### src/rtl/wb_stage_if.sv
// Memory-stage handshake and register-file write port bundle for the write-back stage.
// master = memory stage / register-file side, slave = wb_stage.
interface wb_stage_if #(
  parameter int DATA_W = 8,
  parameter int ADDR_W = 2
);
  logic              in_valid;
  logic              in_ready;
  logic              in_flush;
  logic              in_wr_en;
  logic [ADDR_W-1:0] in_wr_addr;
  logic [1:0]        in_src_sel;
  logic [DATA_W-1:0] in_alu_res;
  logic [DATA_W-1:0] in_mem_data;
  logic [DATA_W-1:0] in_imm;
  logic [DATA_W-1:0] in_port_data;
  logic              in_wr2_en;
  logic [ADDR_W-1:0] in_wr2_addr;
  logic [DATA_W-1:0] in_wr2_data;
  logic              in_sp_en;
  logic              in_sp_op;
  logic              wr_en;
  logic [ADDR_W-1:0] wr_addr;
  logic [DATA_W-1:0] wr_data;
  logic              sp_en;
  logic              sp_op;
  logic              sp_conflict;
  logic              fwd_valid;
  logic [ADDR_W-1:0] fwd_addr;
  logic [DATA_W-1:0] fwd_data;

  modport master (
    output in_valid, in_flush, in_wr_en, in_wr_addr, in_src_sel, in_alu_res,
           in_mem_data, in_imm, in_port_data, in_wr2_en, in_wr2_addr,
           in_wr2_data, in_sp_en, in_sp_op,
    input  in_ready, wr_en, wr_addr, wr_data, sp_en, sp_op, sp_conflict,
           fwd_valid, fwd_addr, fwd_data
  );

  modport slave (
    input  in_valid, in_flush, in_wr_en, in_wr_addr, in_src_sel, in_alu_res,
           in_mem_data, in_imm, in_port_data, in_wr2_en, in_wr2_addr,
           in_wr2_data, in_sp_en, in_sp_op,
    output in_ready, wr_en, wr_addr, wr_data, sp_en, sp_op, sp_conflict,
           fwd_valid, fwd_addr, fwd_data
  );
endinterface

### src/rtl/wb_stage.sv
// Write-back stage: MEM/WB register, result mux, single-port write sequencing (W1/W2).
// Optional macro WB_FWD_EN exposes the not-yet-committed write as a forwarding entry.
module wb_stage #(
  parameter int DATA_W = 8,
  parameter int ADDR_W = 2
) (
  input logic      clk,
  input logic      rst_n,
  wb_stage_if.slave bus
);
  typedef enum logic [1:0] {IDLE, W1, W2} state_t;

  typedef struct packed {
    logic              wr_en;
    logic [ADDR_W-1:0] wr_addr;
    logic [DATA_W-1:0] wr_data;
    logic              wr2_en;
    logic [ADDR_W-1:0] wr2_addr;
    logic [DATA_W-1:0] wr2_data;
    logic              sp_en;
    logic              sp_op;
  } mw_t;

  localparam logic [ADDR_W-1:0] SP_ADDR = ADDR_W'(3);

  state_t            state_q, state_d;
  mw_t               mw_q, mw_d;
  logic              in_ready, accept, r3_conflict;
  logic [DATA_W-1:0] src_byte;
  logic              wr_en, sp_en, sp_op, sp_conflict;
  logic [ADDR_W-1:0] wr_addr;
  logic [DATA_W-1:0] wr_data;

  // Source is resolved at capture so only one byte needs holding.
  always_comb begin
    src_byte = bus.in_alu_res;
    case (bus.in_src_sel)
      2'd1:    src_byte = bus.in_mem_data;
      2'd2:    src_byte = bus.in_imm;
      2'd3:    src_byte = bus.in_port_data;
      default: src_byte = bus.in_alu_res;
    endcase
  end

  assign in_ready = !bus.in_flush && !(state_q == W1 && mw_q.wr2_en);
  assign accept   = bus.in_valid && in_ready;

  always_comb begin
    mw_d = mw_q;
    if (accept) begin
      mw_d.wr_en    = bus.in_wr_en;
      mw_d.wr_addr  = bus.in_wr_addr;
      mw_d.wr_data  = src_byte;
      mw_d.wr2_en   = bus.in_wr2_en;
      mw_d.wr2_addr = bus.in_wr2_addr;
      mw_d.wr2_data = bus.in_wr2_data;
      mw_d.sp_en    = bus.in_sp_en;
      mw_d.sp_op    = bus.in_sp_op;
    end
  end

  always_comb begin
    state_d = IDLE;
    if (!bus.in_flush) begin
      case (state_q)
        W1:      state_d = mw_q.wr2_en ? W2 : (accept ? W1 : IDLE);
        default: state_d = accept ? W1 : IDLE;
      endcase
    end
  end

  always_ff @(posedge clk or negedge rst_n) begin
    if (!rst_n) begin
      state_q <= IDLE;
      mw_q    <= '0;
    end else begin
      state_q <= state_d;
      mw_q    <= mw_d;
    end
  end

  // An R3 write and an SP adjust in the same cycle would race; the write wins.
  assign r3_conflict = mw_q.wr_en && (mw_q.wr_addr == SP_ADDR) && mw_q.sp_en;

  always_comb begin
    wr_en       = 1'b0;
    wr_addr     = '0;
    wr_data     = '0;
    sp_en       = 1'b0;
    sp_op       = 1'b0;
    sp_conflict = 1'b0;
    case (state_q)
      W1: begin
        wr_en       = mw_q.wr_en;
        wr_addr     = mw_q.wr_addr;
        wr_data     = mw_q.wr_data;
        sp_en       = mw_q.sp_en && !r3_conflict;
        sp_op       = mw_q.sp_op;
        sp_conflict = r3_conflict;
      end
      W2: begin
        wr_en   = 1'b1;
        wr_addr = mw_q.wr2_addr;
        wr_data = mw_q.wr2_data;
      end
      default: ;
    endcase
  end

  assign bus.in_ready    = in_ready;
  assign bus.wr_en       = wr_en;
  assign bus.wr_addr     = wr_addr;
  assign bus.wr_data     = wr_data;
  assign bus.sp_en       = sp_en;
  assign bus.sp_op       = sp_op;
  assign bus.sp_conflict = sp_conflict;

`ifdef WB_FWD_EN
  assign bus.fwd_valid = wr_en;
  assign bus.fwd_addr  = wr_addr;
  assign bus.fwd_data  = wr_data;
`else
  assign bus.fwd_valid = 1'b0;
  assign bus.fwd_addr  = '0;
  assign bus.fwd_data  = '0;
`endif
endmodule
### src/flat_wrapper.sv
// flat-port wrapper written by rule: the top's interface ports become plain ports
module wb_stage_flat 
#(
  parameter int DATA_W = 8,
  parameter int ADDR_W = 2
)
  (clk, rst_n, bus_in_valid, bus_in_flush, bus_in_wr_en, bus_in_wr_addr, bus_in_src_sel, bus_in_alu_res, bus_in_mem_data, bus_in_imm, bus_in_port_data, bus_in_wr2_en, bus_in_wr2_addr, bus_in_wr2_data, bus_in_sp_en, bus_in_sp_op, bus_in_ready, bus_wr_en, bus_wr_addr, bus_wr_data, bus_sp_en, bus_sp_op, bus_sp_conflict, bus_fwd_valid, bus_fwd_addr, bus_fwd_data);
  wb_stage_if #(.DATA_W(DATA_W), .ADDR_W(ADDR_W)) bus_i ();
  input logic clk;
  input logic rst_n;
  input wire logic [$bits(bus_i.in_valid)-1:0] bus_in_valid;
  input wire logic [$bits(bus_i.in_flush)-1:0] bus_in_flush;
  input wire logic [$bits(bus_i.in_wr_en)-1:0] bus_in_wr_en;
  input wire logic [$bits(bus_i.in_wr_addr)-1:0] bus_in_wr_addr;
  input wire logic [$bits(bus_i.in_src_sel)-1:0] bus_in_src_sel;
  input wire logic [$bits(bus_i.in_alu_res)-1:0] bus_in_alu_res;
  input wire logic [$bits(bus_i.in_mem_data)-1:0] bus_in_mem_data;
  input wire logic [$bits(bus_i.in_imm)-1:0] bus_in_imm;
  input wire logic [$bits(bus_i.in_port_data)-1:0] bus_in_port_data;
  input wire logic [$bits(bus_i.in_wr2_en)-1:0] bus_in_wr2_en;
  input wire logic [$bits(bus_i.in_wr2_addr)-1:0] bus_in_wr2_addr;
  input wire logic [$bits(bus_i.in_wr2_data)-1:0] bus_in_wr2_data;
  input wire logic [$bits(bus_i.in_sp_en)-1:0] bus_in_sp_en;
  input wire logic [$bits(bus_i.in_sp_op)-1:0] bus_in_sp_op;
  output wire logic [$bits(bus_i.in_ready)-1:0] bus_in_ready;
  output wire logic [$bits(bus_i.wr_en)-1:0] bus_wr_en;
  output wire logic [$bits(bus_i.wr_addr)-1:0] bus_wr_addr;
  output wire logic [$bits(bus_i.wr_data)-1:0] bus_wr_data;
  output wire logic [$bits(bus_i.sp_en)-1:0] bus_sp_en;
  output wire logic [$bits(bus_i.sp_op)-1:0] bus_sp_op;
  output wire logic [$bits(bus_i.sp_conflict)-1:0] bus_sp_conflict;
  output wire logic [$bits(bus_i.fwd_valid)-1:0] bus_fwd_valid;
  output wire logic [$bits(bus_i.fwd_addr)-1:0] bus_fwd_addr;
  output wire logic [$bits(bus_i.fwd_data)-1:0] bus_fwd_data;
  assign bus_i.in_valid = bus_in_valid;
  assign bus_i.in_flush = bus_in_flush;
  assign bus_i.in_wr_en = bus_in_wr_en;
  assign bus_i.in_wr_addr = bus_in_wr_addr;
  assign bus_i.in_src_sel = bus_in_src_sel;
  assign bus_i.in_alu_res = bus_in_alu_res;
  assign bus_i.in_mem_data = bus_in_mem_data;
  assign bus_i.in_imm = bus_in_imm;
  assign bus_i.in_port_data = bus_in_port_data;
  assign bus_i.in_wr2_en = bus_in_wr2_en;
  assign bus_i.in_wr2_addr = bus_in_wr2_addr;
  assign bus_i.in_wr2_data = bus_in_wr2_data;
  assign bus_i.in_sp_en = bus_in_sp_en;
  assign bus_i.in_sp_op = bus_in_sp_op;
  assign bus_in_ready = bus_i.in_ready;
  assign bus_wr_en = bus_i.wr_en;
  assign bus_wr_addr = bus_i.wr_addr;
  assign bus_wr_data = bus_i.wr_data;
  assign bus_sp_en = bus_i.sp_en;
  assign bus_sp_op = bus_i.sp_op;
  assign bus_sp_conflict = bus_i.sp_conflict;
  assign bus_fwd_valid = bus_i.fwd_valid;
  assign bus_fwd_addr = bus_i.fwd_addr;
  assign bus_fwd_data = bus_i.fwd_data;
  wb_stage #(.DATA_W(DATA_W), .ADDR_W(ADDR_W)) u_core (.clk(clk), .rst_n(rst_n), .bus(bus_i));
endmodule
### config.mk
export PLATFORM = sky130hd
export DESIGN_NAME = wb_stage_flat
export DESIGN_NICKNAME = d
export VERILOG_FILES = /design/src/rtl/wb_stage_if.sv /design/src/rtl/wb_stage.sv /design/src/flat_wrapper.sv
export SDC_FILE = /design/constraint.sdc
export NUM_CORES = 1
export LEC_CHECK = 0
export ABC_AREA = 1
export BUFFER_PORTS_ARGS = -buffer_cell sky130_fd_sc_hd__buf_2
export CORE_MARGIN = 4
export CORE_UTILIZATION = 41
export CTS_CLUSTER_DIAMETER = 200
export CTS_CLUSTER_SIZE = 30
export DETAILED_ROUTE_END_ITERATION = 7
export PLACE_DENSITY_LB_ADDON = 0.08
export REMOVE_ABC_BUFFERS = 1
export SLEW_MARGIN = 0
export SYNTH_ARGS = -nofsm -noshare
export SYNTH_HDL_FRONTEND = slang
export SYNTH_SLANG_ARGS = --single-unit
### constraint.sdc
create_clock -name clk -period 1.2 [get_ports clk]
set_input_delay 0.06 -clock clk [delete_from_list [all_inputs] [get_ports clk]]
set_output_delay 0.06 -clock clk [all_outputs]
set_load 0.1 [all_outputs]
=== Word level (Yosys, flattened, before mapping) ===
Cells that the tools add are included.

* Eq/ne operators: 6
* Multiplexer cells: 11
* Reduce and logical (&&, ||, !) cells: 9

{| class="wikitable"
|+ Operators with widths
! cell !! count
|-
| one-hot mux 8 bit (3 select lines) || 1
|-
| one-hot mux 8 bit (2 select lines) || 1
|-
| equality test 2 bit (second input constant) || 4
|-
| logical AND 1 bit || 6
|-
| 2-to-1 mux 2 bit || 3
|-
| equality test 2 x 1 -> 1 bit (second input constant) || 2
|-
| 2-to-1 mux 1 bit || 4
|-
| one-hot mux 2 bit (2 select lines) || 1
|-
| zero test 1 bit || 3
|-
| one-hot mux 1 bit (2 select lines) || 1
|}

* Flip-flop bits (word level): 26
* Output and inout bits: 26
* Word-level logic and storage cells: 35

=== Logic depth before layout (Yosys ltp) ===
Gate-level depths: netlist (run 1).

* Word-level depth: 9
* Mapped depth: 9

=== Worst setup path after synthesis (run 1) ===
Ideal clock, no wire load.

* Path kind: register to output
* Start: reg u_core.state_q[1]
* End: out bus_wr_data[2]
* Arrival time: 2.386 ns
* Setup slack: -1.246 ns
* Stages on the path, launching flop included: 7
* Path buffers: 2
* Path through: dfrtp_1 inv_1 ha_1 buf_6 buf_2 nand2_1 a21oi_1

* Word-level cells in the longest chain between the ends: 2
* Elaborated cells on any way between the ends: 3

{| class="wikitable"
|+ Ends and longest elaborated chain
! element !! line !! RTL
|-
| from (decl) || wb_stage.sv:26 || <nowiki>state_t state_q, state_d;</nowiki>
|-
| from (signal assigned) || wb_stage.sv:77 || <nowiki>state_q <= state_d;</nowiki>
|-
| equality test 2 bit or equality test 2 x 1 -> 1 bit (tied branches) || wb_stage.sv:92 || <nowiki>case (state_q)</nowiki>
|-
| one-hot mux 8 bit (2 select lines) (*) || wb_stage.sv:92 ||
|-
| to (decl) || flat_wrapper.sv:28 || <nowiki>output wire logic [$bits(bus_i.wr_data)-1:0] bus_wr_data;</nowiki>
|}

Every way passes the cells marked *; elsewhere a longest branch is shown, timed or not.

=== Worst setup path in the final report (run 1) ===
* Start: reg u_core.state_q[1]
* End: out bus_wr_data[3]

The elaborated chain is that of the path after synthesis.

==> results of run 1 <==
## through the flow
step	utilization [%]	instance area (sq um)	TNS, ns	setup WS [ns]	hold slack [ns]
after global placement	59.19	2200	-3.974	-0.1868	0.08061
after detailed placement	59.19	2200	-5.419	-0.2357	0.08500
after global routing	73.57	2734	-13.98	-0.4090	0.001538
final	73.57	2734	-11.61	-0.3715	-0.004730
after CTS	71.25	2648	-11.09	-0.3443	0.0002578
after floorplan	-	1486	-24.28	-1.271	-0.2356
## registers in the layout, summed over array words and instances (netlist names)
| register | flops |
|---|---|
| u_core.state_q | 2 |
| u_core.mw_q | 24 |
## what timing repair did
action | CTS | global route
buffers inserted | 5 | 1
pin swaps | 14 | 7
hold buffers | 7 | 0
gates resized for setup | 65 | 18
gates cloned | 4 | 0
hold endpoints to repair | 32 | 0
setup endpoints to repair | 39 | 40
## worst max path at each step
stage / start / endpoint / slack [ns] / cells after the start
after floorplan: u_core.state_q[1] / bus_wr_addr[0] / -1.27 / 4
after global placement: u_core.state_q[1] / bus_wr_data[2] / -0.19 / 6
after detailed placement: u_core.state_q[1] / bus_wr_data[5] / -0.24 / 6
after CTS: u_core.state_q[1] / bus_wr_data[3] / -0.34 / 6
after global routing: u_core.state_q[0] / bus_wr_addr[1] / -0.41 / 6
final: u_core.state_q[1] / bus_wr_data[3] / -0.37 / 6
## worst register-to-register path, delay by kind of cell, from the launching register on
| kind | cells | cell delay (ns) |
|---|---|---|
| buffers and inverters | 4 | 0.51 |
| flip-flops | 1 | 0.41 |
| adder cells (fa/ha/maj) | 1 | 0.18 |
| AND/OR/NAND/NOR | 4 | 0.29 |
## cell usage in the layout, fill, tap and decap left out, types with 5 or more instances in the layout
master,Yosys,final
nor2_2,6,7
buf_12,0,17
nand2_2,1,17
a21oi_4,0,7
conb_1,1,11
inv_2,1,5
nand3_1,19,18
nand2_4,1,6
nand2_1,102,81
dlygate4sd3_1,0,7
dfrtp_1,26,26
a21oi_2,0,5
buf_2,4,53
nor2_1,13,9
buf_6,4,8
## power by group
group	leakage (nW)	internal (mW)	switching (mW)
sequential	0.324	1.00	0.114
combinational	1.03	0.370	0.604
clock	0.0288	0.292	0.254
total	1.38	1.67	0.973
## final cells by class
cell class / count / area (sq um) / area share [%]
well taps: 48 / 60.06 / 2.197
multi-input cells: 176 / 1033 / 37.80
flip-flops and latches: 26 / 650.6 / 23.80
inverters: 8 / 42.54 / 1.556
clock buffers: 4 / 55.05 / 2.014
repair buffers: 94 / 883.3 / 32.31
repair inverters: 1 / 8.758 / 0.3204
## layer usage
layer | vias up | GRT usage, %
met5 | - | 0
met2 | 71 | 33.58
met1 | 768 | 21.49
met3 | 6 | 3.267
met4 | 0 | 5.846
li1 | 850 | -
## kinds of logic after synthesis
| family | after synthesis | synth area share [%] |
|---|---|---|
| adders and majority gates | 2 | 1.556 |
| AOI/OAI and AO/OA | 20 | 8.405 |
| and+or+nand+nor | 143 | 37.43 |
| DFF | 26 | 40.47 |
| buffers and inverters | 29 | 11.91 |
| other | 1 | 0.2332 |
==> impl_metrics.env, run 1 <==
export IMPL_status="finished, violations left"
export IMPL_violations="negative hold slack, negative setup slack"
export IMPL_r2r_end="u_core.mw_q[9]"
export IMPL_worst_slew_pin_slew_ns=0.5539
export IMPL_clk_pin_slew_worst_paths_ns=0.09
export IMPL_wl_met2_um=2352
export IMPL_arrival_ns=1.51
export IMPL_cp_required_ns=1.14
export IMPL_yosys_warnings=0
export IMPL_dr_pass1_iters=4
export IMPL_io_buffers=68
export IMPL_vias=1695
export IMPL_reg2regPathDepth=9
export IMPL_dieArea_sq_um=4987
export IMPL_hold_ws_ns=-0.004730
export IMPL_fp_coreArea_sq_um=3716
export IMPL_critical_path_max_stage_delay_ns=0.43
export IMPL_layout_cells_non_filler=357
export IMPL_hold_viol_final=2
export IMPL_rsz0062_at_grt="yes"
export IMPL_clock_skew_ns=0.002421
export IMPL_r2r_start="u_core.state_q[1]"
export IMPL_met3_length_um=410
export IMPL_min_period_over_period_pct=131.0
export IMPL_drt_met1_wl_um=1750
export IMPL_rows=22
export IMPL_path_cells="inv_2 > ha_4 > buf_8 > nand2_2 > a21oi_4 > buf_12"
export IMPL_grt_pass1_vias=1714
export IMPL_synth_ff_type="dfrtp_1"
export IMPL_yosysMostFrequentCell="nand2_1"
export IMPL_yosys_top_cells_area="dfrtp_1 40%, nand2_1 24%, nand3_1 5.9%, buf_4 5.6%, a21oi_1 3.7%"
export IMPL_netlist_area_sq_um=1608
export IMPL_topRoutingLayerUsed="met4"
export IMPL_insertion_delay_ns=0.26
export IMPL_cts_buffer_depth=2
export IMPL_synthCells=221
export IMPL_ys_async_sr_fraction_pct=100.0
export IMPL_synth_top_area_share_pct=40.47
export IMPL_drv_slew=0
export IMPL_numCtsBuffers=3
export IMPL_critical_path_max_fanout=6
export IMPL_place_inst=336
export IMPL_grt_max_degree=27
export IMPL_crit_slowest_cell="dfrtp_1"
export IMPL_min_from="bus_in_wr2_data[1]"
export IMPL_hold_path_endpoint="u_core.mw_q[3]"
export IMPL_drtAntennaViolNets=0
export IMPL_gp_congestion=0.7720
export IMPL_drive_above_1_share_pct=48.87
export IMPL_wl_per_cell_um=12.86
export IMPL_leakage_nw=1.378
export IMPL_synthTopCellsByCount="102 x nand2_1, 26 x dfrtp_1, 19 x nand3_1, 13 x nor2_1"
export IMPL_critical_path_startpoint_type="flip-flop"
export IMPL_start_util_pct=43.27
export IMPL_die_h_um=70.62
export IMPL_hp_class="input pin to flip-flop"
export IMPL_antenna_cells=0
export IMPL_drt_initial_drc_count=69
export IMPL_fin_nets=366
export IMPL_htreeDepth=1
export IMPL_grt_ovfl_total=0
export IMPL_clock_sinks=26
export IMPL_cts_tree="yes"
export IMPL_synth_seq_cells=26
export IMPL_ff2ff_setup_slack_ns=-0.31
export IMPL_hpwl_um=3014
export IMPL_worstHoldPathCells=3
export IMPL_wl_um=4591
export IMPL_fill_cells=281
export IMPL_synth_edf_count=0
export IMPL_yosysTopAreaCell="dfrtp_1"
export IMPL_root_buffer="clkbuf_8"
export IMPL_area_growth_pct=70.04
export IMPL_ir_drop_mv=0.5278
export IMPL_yosysSeqAreaShare_pct=40.47
export IMPL_setup_ws_ns=-0.3715
export IMPL_drc=0
export IMPL_path_buf_inv=3
export IMPL_total_power_mw=2.638
export IMPL_slew_headroom_pct=63.07
export IMPL_fmax_ghz=0.6363
export IMPL_antenna_found_initial=0
export IMPL_viasPerCell=4.748
export IMPL_die_x_um=70.62
export IMPL_track_usage_pct=18.28
export IMPL_path_class="flip-flop to output pin"
export IMPL_cp_end_kind="output pin"
export IMPL_drv_cap=0
export IMPL_ys_types=20
export IMPL_io_pins=80
export IMPL_path_delay_family="flip-flops"
export IMPL_setup_viol=40
export IMPL_p_per_area_nw_per_um2=965.0
export IMPL_syn_area_per_cell_sq_um=7.275
export IMPL_grt_pass1_wl_um=7507
export IMPL_fin_crit_ns=1.572
Power figures use the tool's default switching activity.
==> run 2, diff against run 1 <==
--- a/config.mk
+++ b/config.mk
@@ -12,9 +12,11 @@
 export CTS_CLUSTER_DIAMETER = 200
 export CTS_CLUSTER_SIZE = 30
 export DETAILED_ROUTE_END_ITERATION = 7
+export GPL_TIMING_DRIVEN = 0
+export HOLD_SLACK_MARGIN = 0.1
 export PLACE_DENSITY_LB_ADDON = 0.08
 export REMOVE_ABC_BUFFERS = 1
-export SLEW_MARGIN = 0
+export SLEW_MARGIN = 30
 export SYNTH_ARGS = -nofsm -noshare
 export SYNTH_HDL_FRONTEND = slang
 export SYNTH_SLANG_ARGS = --single-unit
==> impl_metrics.env, run 2 (synthesis results as in run 1) <==
export IMPL_hold_viol_final=0
export IMPL_antenna_cells=0
export IMPL_fmax_ghz=0.6109
export IMPL_track_usage_pct=18.73
export IMPL_area_growth_pct=80.16
export IMPL_layout_common_cells="57 x nand2_1, 53 x buf_2, 37 x nand2_2"
export IMPL_p_per_area_nw_per_um2=920.5
export IMPL_io_buffers=68
export IMPL_path_class="flip-flop to output pin"
export IMPL_hpwl_um=2634
export IMPL_leakage_nw=1.421
export IMPL_status="finished, violations left"
export IMPL_total_power_mw=2.666
export IMPL_cts_tree="yes"
export IMPL_swShare_pct=39.41
export IMPL_setup_ws_ns=-0.4369
export IMPL_rows=22
export IMPL_critical_path_max_fanout=6
export IMPL_largest_register="u_core.mw_q"
export IMPL_fin_crit_ns=1.637
export IMPL_wl_um=5624
export IMPL_vias=1811
export IMPL_root_buffer="clkbuf_8"
export IMPL_insertion_delay_ns=0.27
export IMPL_power_frac_clock_pct=18.5
export IMPL_clk_pin_slew_worst_paths_ns=0.09
export IMPL_p_int_mw=1.616
export IMPL_final_common_cell="nand2_1"
export IMPL_grt_max_degree=27
export IMPL_die_h_um=70.62
export IMPL_gp_congestion=0.7330
export IMPL_dieArea_sq_um=4987
export IMPL_die_x_um=70.62
export IMPL_cts_buffer_depth=2
export IMPL_slew_headroom_pct=60.17
export IMPL_rsz0062_at_grt="yes"
export IMPL_critical_path_startpoint_type="flip-flop"
export IMPL_grt_pass1_wl_um=7486
export IMPL_start_util_pct=43.27
export IMPL_drc=0
export IMPL_wl_per_cell_um=15.54
export IMPL_dr_pass1_iters=4
export IMPL_viasPerCell=5.003
export IMPL_min_period_over_period_pct=136.4
export IMPL_fin_nets=372
export IMPL_violations="negative setup slack"
export IMPL_cp_required_ns=1.14
export IMPL_fill_cells=254
export IMPL_seq_power_share_pct=42.0
export IMPL_numCtsBuffers=3
export IMPL_largest_reg_flops=24
export IMPL_drt_initial_drc_count=86
export IMPL_fp_coreArea_sq_um=3716
export IMPL_antenna_found_initial=0
export IMPL_setup_viol=41
export IMPL_hp_class="input pin to flip-flop"
export IMPL_comb_power_share_pct=39.4
export IMPL_largestRegisters="u_core.mw_q x24, u_core.state_q x2"
export IMPL_drv_slew=0
export IMPL_clock_sinks=26
export IMPL_grt_pass1_vias=1641
export IMPL_p_sw_mw=1.051
export IMPL_clock_skew_ns=0.002394
export IMPL_worst_slew_pin_slew_ns=0.5975
export IMPL_ir_drop_mv=0.4486
export IMPL_post_place_ws_ns=-0.7490
export IMPL_io_pins=80
export IMPL_grt_ovfl_total=0
export IMPL_place_inst=326
export IMPL_drtAntennaViolNets=0
export IMPL_drv_cap=0
export IMPL_layout_cells_non_filler=362
export IMPL_arrival_ns=1.58
export IMPL_htreeDepth=1
export IMPL_cp_end_kind="output pin"
export IMPL_drive_above_1_share_pct=53.82
run 2: changes by cell type in the layout (fill, tap and decap cells not counted), sizes merged:
cell / before / now
buf: 87 / 79
dlygate4sd3: 7 / 18
nand3b: 1 / 3
clkinv: 0 / 2
clkbuf: 4 / 3
inv: 9 / 8
run 2: per-layer routing:
metal  track usage (%)  routed length, um  part of all wire, %
met1             24.27               2072                   37
met5                 0                  0                    0
met3             2.557                495                  8.8
met2             32.33               2830                   50
met4             6.054                225                  4.0
run 2: area by class of cell:
type                            count  area [sq um]  area share, %
Multi-Input combinational cell    178          1177          40.65
Timing Repair Buffer               97         897.1          30.97
Sequential cell                    26         650.6          22.46
Tap cell                           48         60.06          2.073
Inverter                            8         42.54          1.469
Clock buffer                        3         41.29          1.425
Timing Repair inverter              2         27.53         0.9503
run 2: power by group through the flow:
stage	logic, mW	registers, mW	clock network, mW
after global placement	0.686	1.09	0
after CTS	0.915	1.08	0.488
after global routing	1.13	1.13	0.523
after detailed placement	0.693	1.09	0
final	1.05	1.12	0.494
after floorplan	0.517	1.08	0
run 2: path summary, 6_finish.rpt:
check	start	end	slack, ns	cells past startpoint
max	u_core.state_q[1]	bus_wr_data[1]	-0.44	6
min	bus_in_port_data[1]	u_core.mw_q[14]	0.10	5
max reg2reg	u_core.state_q[1]	u_core.mw_q[21]	-0.34	9
min reg2reg	u_core.mw_q[13]	u_core.mw_q[13]	0.48	2
max in group asynchronous	rst_n	u_core.mw_q[12]	0.47	2
min in group asynchronous	rst_n	u_core.mw_q[1]	0.34	2
run 2: critical path: stages (launching register included):
cell and delay (ns):
dfrtp_1 0.42, buf_6 0.13, ha_4 0.13, buf_6 0.14, nand2_1 0.08, a21oi_2 0.21, buf_12 0.20
run 2: repair_timing:
item	in CTS	in global routing
resized for setup	86	89
endpoints found under the hold margin	43	0
pin swaps	4	28
gates cloned	4	1
buffers inserted	8	3
endpoints found under the setup margin	41	41
hold buffers	18	0
run 2: stage by stage:
stage	cell area [sq um]	utilization (%)	TNS (ns)	hold slack (ns)
2_1_floorplan	1486	-	-24.28	-0.2356
3_3_place_gp	1887	50.77	-23.75	0.08676
3_5_place_dp	1887	50.77	-25.23	0.08875
4_1_cts	2582	69.49	-9.496	0.1028
5_1_grt	2897	77.95	-14.96	0.1313
6_report	2897	77.95	-13.22	0.1024
==> run 3, diff against run 2 <==
--- a/config.mk
+++ b/config.mk
@@ -5,10 +5,9 @@
 export SDC_FILE = /design/constraint.sdc
 export NUM_CORES = 1
 export LEC_CHECK = 0
-export ABC_AREA = 1
 export BUFFER_PORTS_ARGS = -buffer_cell sky130_fd_sc_hd__buf_2
 export CORE_MARGIN = 4
-export CORE_UTILIZATION = 41
+export CORE_UTILIZATION = 40
 export CTS_CLUSTER_DIAMETER = 200
 export CTS_CLUSTER_SIZE = 30
 export DETAILED_ROUTE_END_ITERATION = 7
==> impl_metrics.env, run 3 <==
export IMPL_place_area_sq_um=1745
export IMPL_worst_slew_pin_slew_ns=0.5738
export IMPL_p_per_area_nw_per_um2=1143
export IMPL_seq_area_sq_um=650.6
export IMPL_cts_buffer_depth=2
export IMPL_insertion_delay_ns=0.32
export IMPL_yosys_warnings=0
export IMPL_drt_initial_drc_count=24
export IMPL_critical_path_startpoint_type="flip-flop"
export IMPL_final_cell_area_sq_um=2431
export IMPL_clk_pin_slew_worst_paths_ns=0.14
export IMPL_cts_tree="yes"
export IMPL_largest_reg_flops=24
export IMPL_drv_slew=0
export IMPL_antenna_found_initial=0
export IMPL_synth_edf_count=0
export IMPL_htreeDepth=1
export IMPL_grt_pass1_vias=1275
export IMPL_drive_above_1_share_pct=63.90
export IMPL_io_buffers=68
export IMPL_leakage_nw=1.094
export IMPL_setup_ws_ns=-0.4473
export IMPL_slew_headroom_pct=61.75
export IMPL_largest_register="u_core.mw_q"
export IMPL_hp_class="input pin to flip-flop"
export IMPL_fin_crit_ns=1.647
export IMPL_io_pins=80
export IMPL_layout_common_cells="53 x buf_2, 26 x dfrtp_1, 18 x dlygate4sd3_1"
export IMPL_dieArea_sq_um=4628
export IMPL_track_usage_pct=16.92
export IMPL_vias=1234
export IMPL_cp_end_kind="output pin"
export IMPL_clock_skew_ns=0.01185
export IMPL_fill_cells=248
export IMPL_fin_nets=262
export IMPL_syn_area_per_cell_sq_um=12.76
export IMPL_synthCells=113
export IMPL_synth_ff_type="dfrtp_1"
export IMPL_multi_input_area_sq_um=862.1
export IMPL_grt_ovfl_total=0
export IMPL_rsz0062_at_grt="yes"
export IMPL_violations="negative setup slack"
export IMPL_grt_pass1_wl_um=5871
export IMPL_netlist_area_sq_um=1441
export IMPL_yosysSeqAreaShare_pct=45.14
export IMPL_gp_congestion=0.6595
export IMPL_synth_seq_cells=26
export IMPL_antenna_cells=0
export IMPL_die_h_um=68.03
export IMPL_clock_sinks=26
export IMPL_path_class="flip-flop to output pin"
export IMPL_yosysTopAreaCell="dfrtp_1"
export IMPL_layout_cells_non_filler=251
export IMPL_drv_cap=0
export IMPL_cp_required_ns=1.14
export IMPL_final_common_cell="buf_2"
export IMPL_status="finished, violations left"
export IMPL_hold_ws_ns=0.1502
export IMPL_viasPerCell=4.916
export IMPL_wl_um=3874
export IMPL_hpwl_um=2338
export IMPL_place_inst=219
export IMPL_drtAntennaViolNets=0
export IMPL_fmax_ghz=0.6071
export IMPL_drc=0
export IMPL_arrival_ns=1.59
export IMPL_fp_coreArea_sq_um=3416
export IMPL_synthTopCellsByCount="26 x dfrtp_1, 13 x nor2_1, 12 x mux2_1, 12 x mux2_2, 11 x buf_4"
export IMPL_yosysMostFrequentCell="dfrtp_1"
export IMPL_area_growth_pct=68.66
export IMPL_wl_per_cell_um=15.43
export IMPL_numCtsBuffers=3
export IMPL_min_period_over_period_pct=137.3
export IMPL_ir_drop_mv=0.4763
export IMPL_post_place_ws_ns=-0.9356
export IMPL_yosys_top_cells_area="dfrtp_1 45%, mux4_2 13%, mux2_1 9.4%, mux2_2 9.4%, buf_4 5.7%"
export IMPL_post_route_util_pct=71.17
export IMPL_grt_max_degree=27
export IMPL_critical_path_max_fanout=8
export IMPL_hold_viol_final=0
export IMPL_largestRegisters="u_core.mw_q x24, u_core.state_q x2"
export IMPL_synth_top_area_share_pct=45.14
export IMPL_die_x_um=68.03
export IMPL_start_util_pct=42.20
export IMPL_ys_async_sr_fraction_pct=100.0
export IMPL_root_buffer="clkbuf_4"
export IMPL_dr_pass1_iters=4
export IMPL_rows=21
export IMPL_ys_types=19
export IMPL_setup_viol=40
[run 3: critical path, cell delays in order (launching register included)]
cell and delay [ns]:
dfrtp_1 0.45, ha_4 0.20, buf_12 0.15, a21oi_4 0.14
buf_12 0.16, buf_16 0.17
[run 3: layout make-up]
| type | instances | area share (%) |
|---|---|---|
| multi-input combinational | 78 | 35.46 |
| timing repair buffer | 94 | 32.78 |
| sequential | 26 | 26.76 |
| tap | 46 | 2.367 |
| clock inverter | 1 | 1.235 |
| clock buffer | 3 | 0.9264 |
| inverter | 3 | 0.4632 |
[run 3: report_power, final]
part           internal (mW)  switching, mW
Clock                  0.338          0.245
Sequential              1.04          0.129
Combinational          0.462          0.567
Total                   1.84          0.941
[run 3: stage by stage]
step | TNS, ns | total power, mW
final | -15.81 | 2.780
after global routing | -17.57 | 2.919
after CTS | -15.13 | 2.702
after detailed placement | -30.66 | 1.905
after global placement | -29.31 | 1.880
after floorplan | -53.27 | 1.706
[run 3: timing repair]
item | CTS | global route
hold buffers | 18 | 0
endpoints found under the hold margin | 43 | 0
endpoints found under the setup margin | 41 | 40
pin swaps | 5 | 7
cloned | 2 | 0
gates resized for setup | 56 | 33
buffers inserted | 5 | 3
[run 3: logic make-up (layout without fill, tap and decap cells)]
kind of cell / count (synthesis) / in the layout / synth area share (%)
AO/OA/AOI/OAI: 12 / 12 / 6.163
adder cells (fa/ha/maj): 2 / 2 / 1.736
buffers and inverters: 21 / 101 / 9.895
flip-flops: 26 / 26 / 45.14
multiplexers: 32 / 32 / 31.25
other: 1 / 11 / 0.2602
AND/OR/NAND/NOR: 19 / 21 / 5.556
[run 3: routing by layer]
metal	part of all wire (%)	vias up	global-route usage [%]
li1	-	570	-
met1	38	605	19.16
met2	53	57	32.61
met3	7.3	2	1.970
met4	0.70	0	5.211
met5	0	-	0
[run 3: final timing paths]
kind | from | endpoint | slack (ns) | depth (start not counted)
hold reg to reg | u_core.mw_q[0] | u_core.mw_q[0] | 0.53 | 1
setup reg to reg | u_core.state_q[0] | u_core.mw_q[21] | -0.44 | 6
max in group asynchronous | rst_n | u_core.mw_q[0] | 0.55 | 2
hold / removal | bus_in_valid | u_core.state_q[0] | 0.15 | 3
setup / recovery | u_core.state_q[0] | bus_in_ready | -0.45 | 5
min in group asynchronous | rst_n | u_core.mw_q[10] | 0.26 | 2
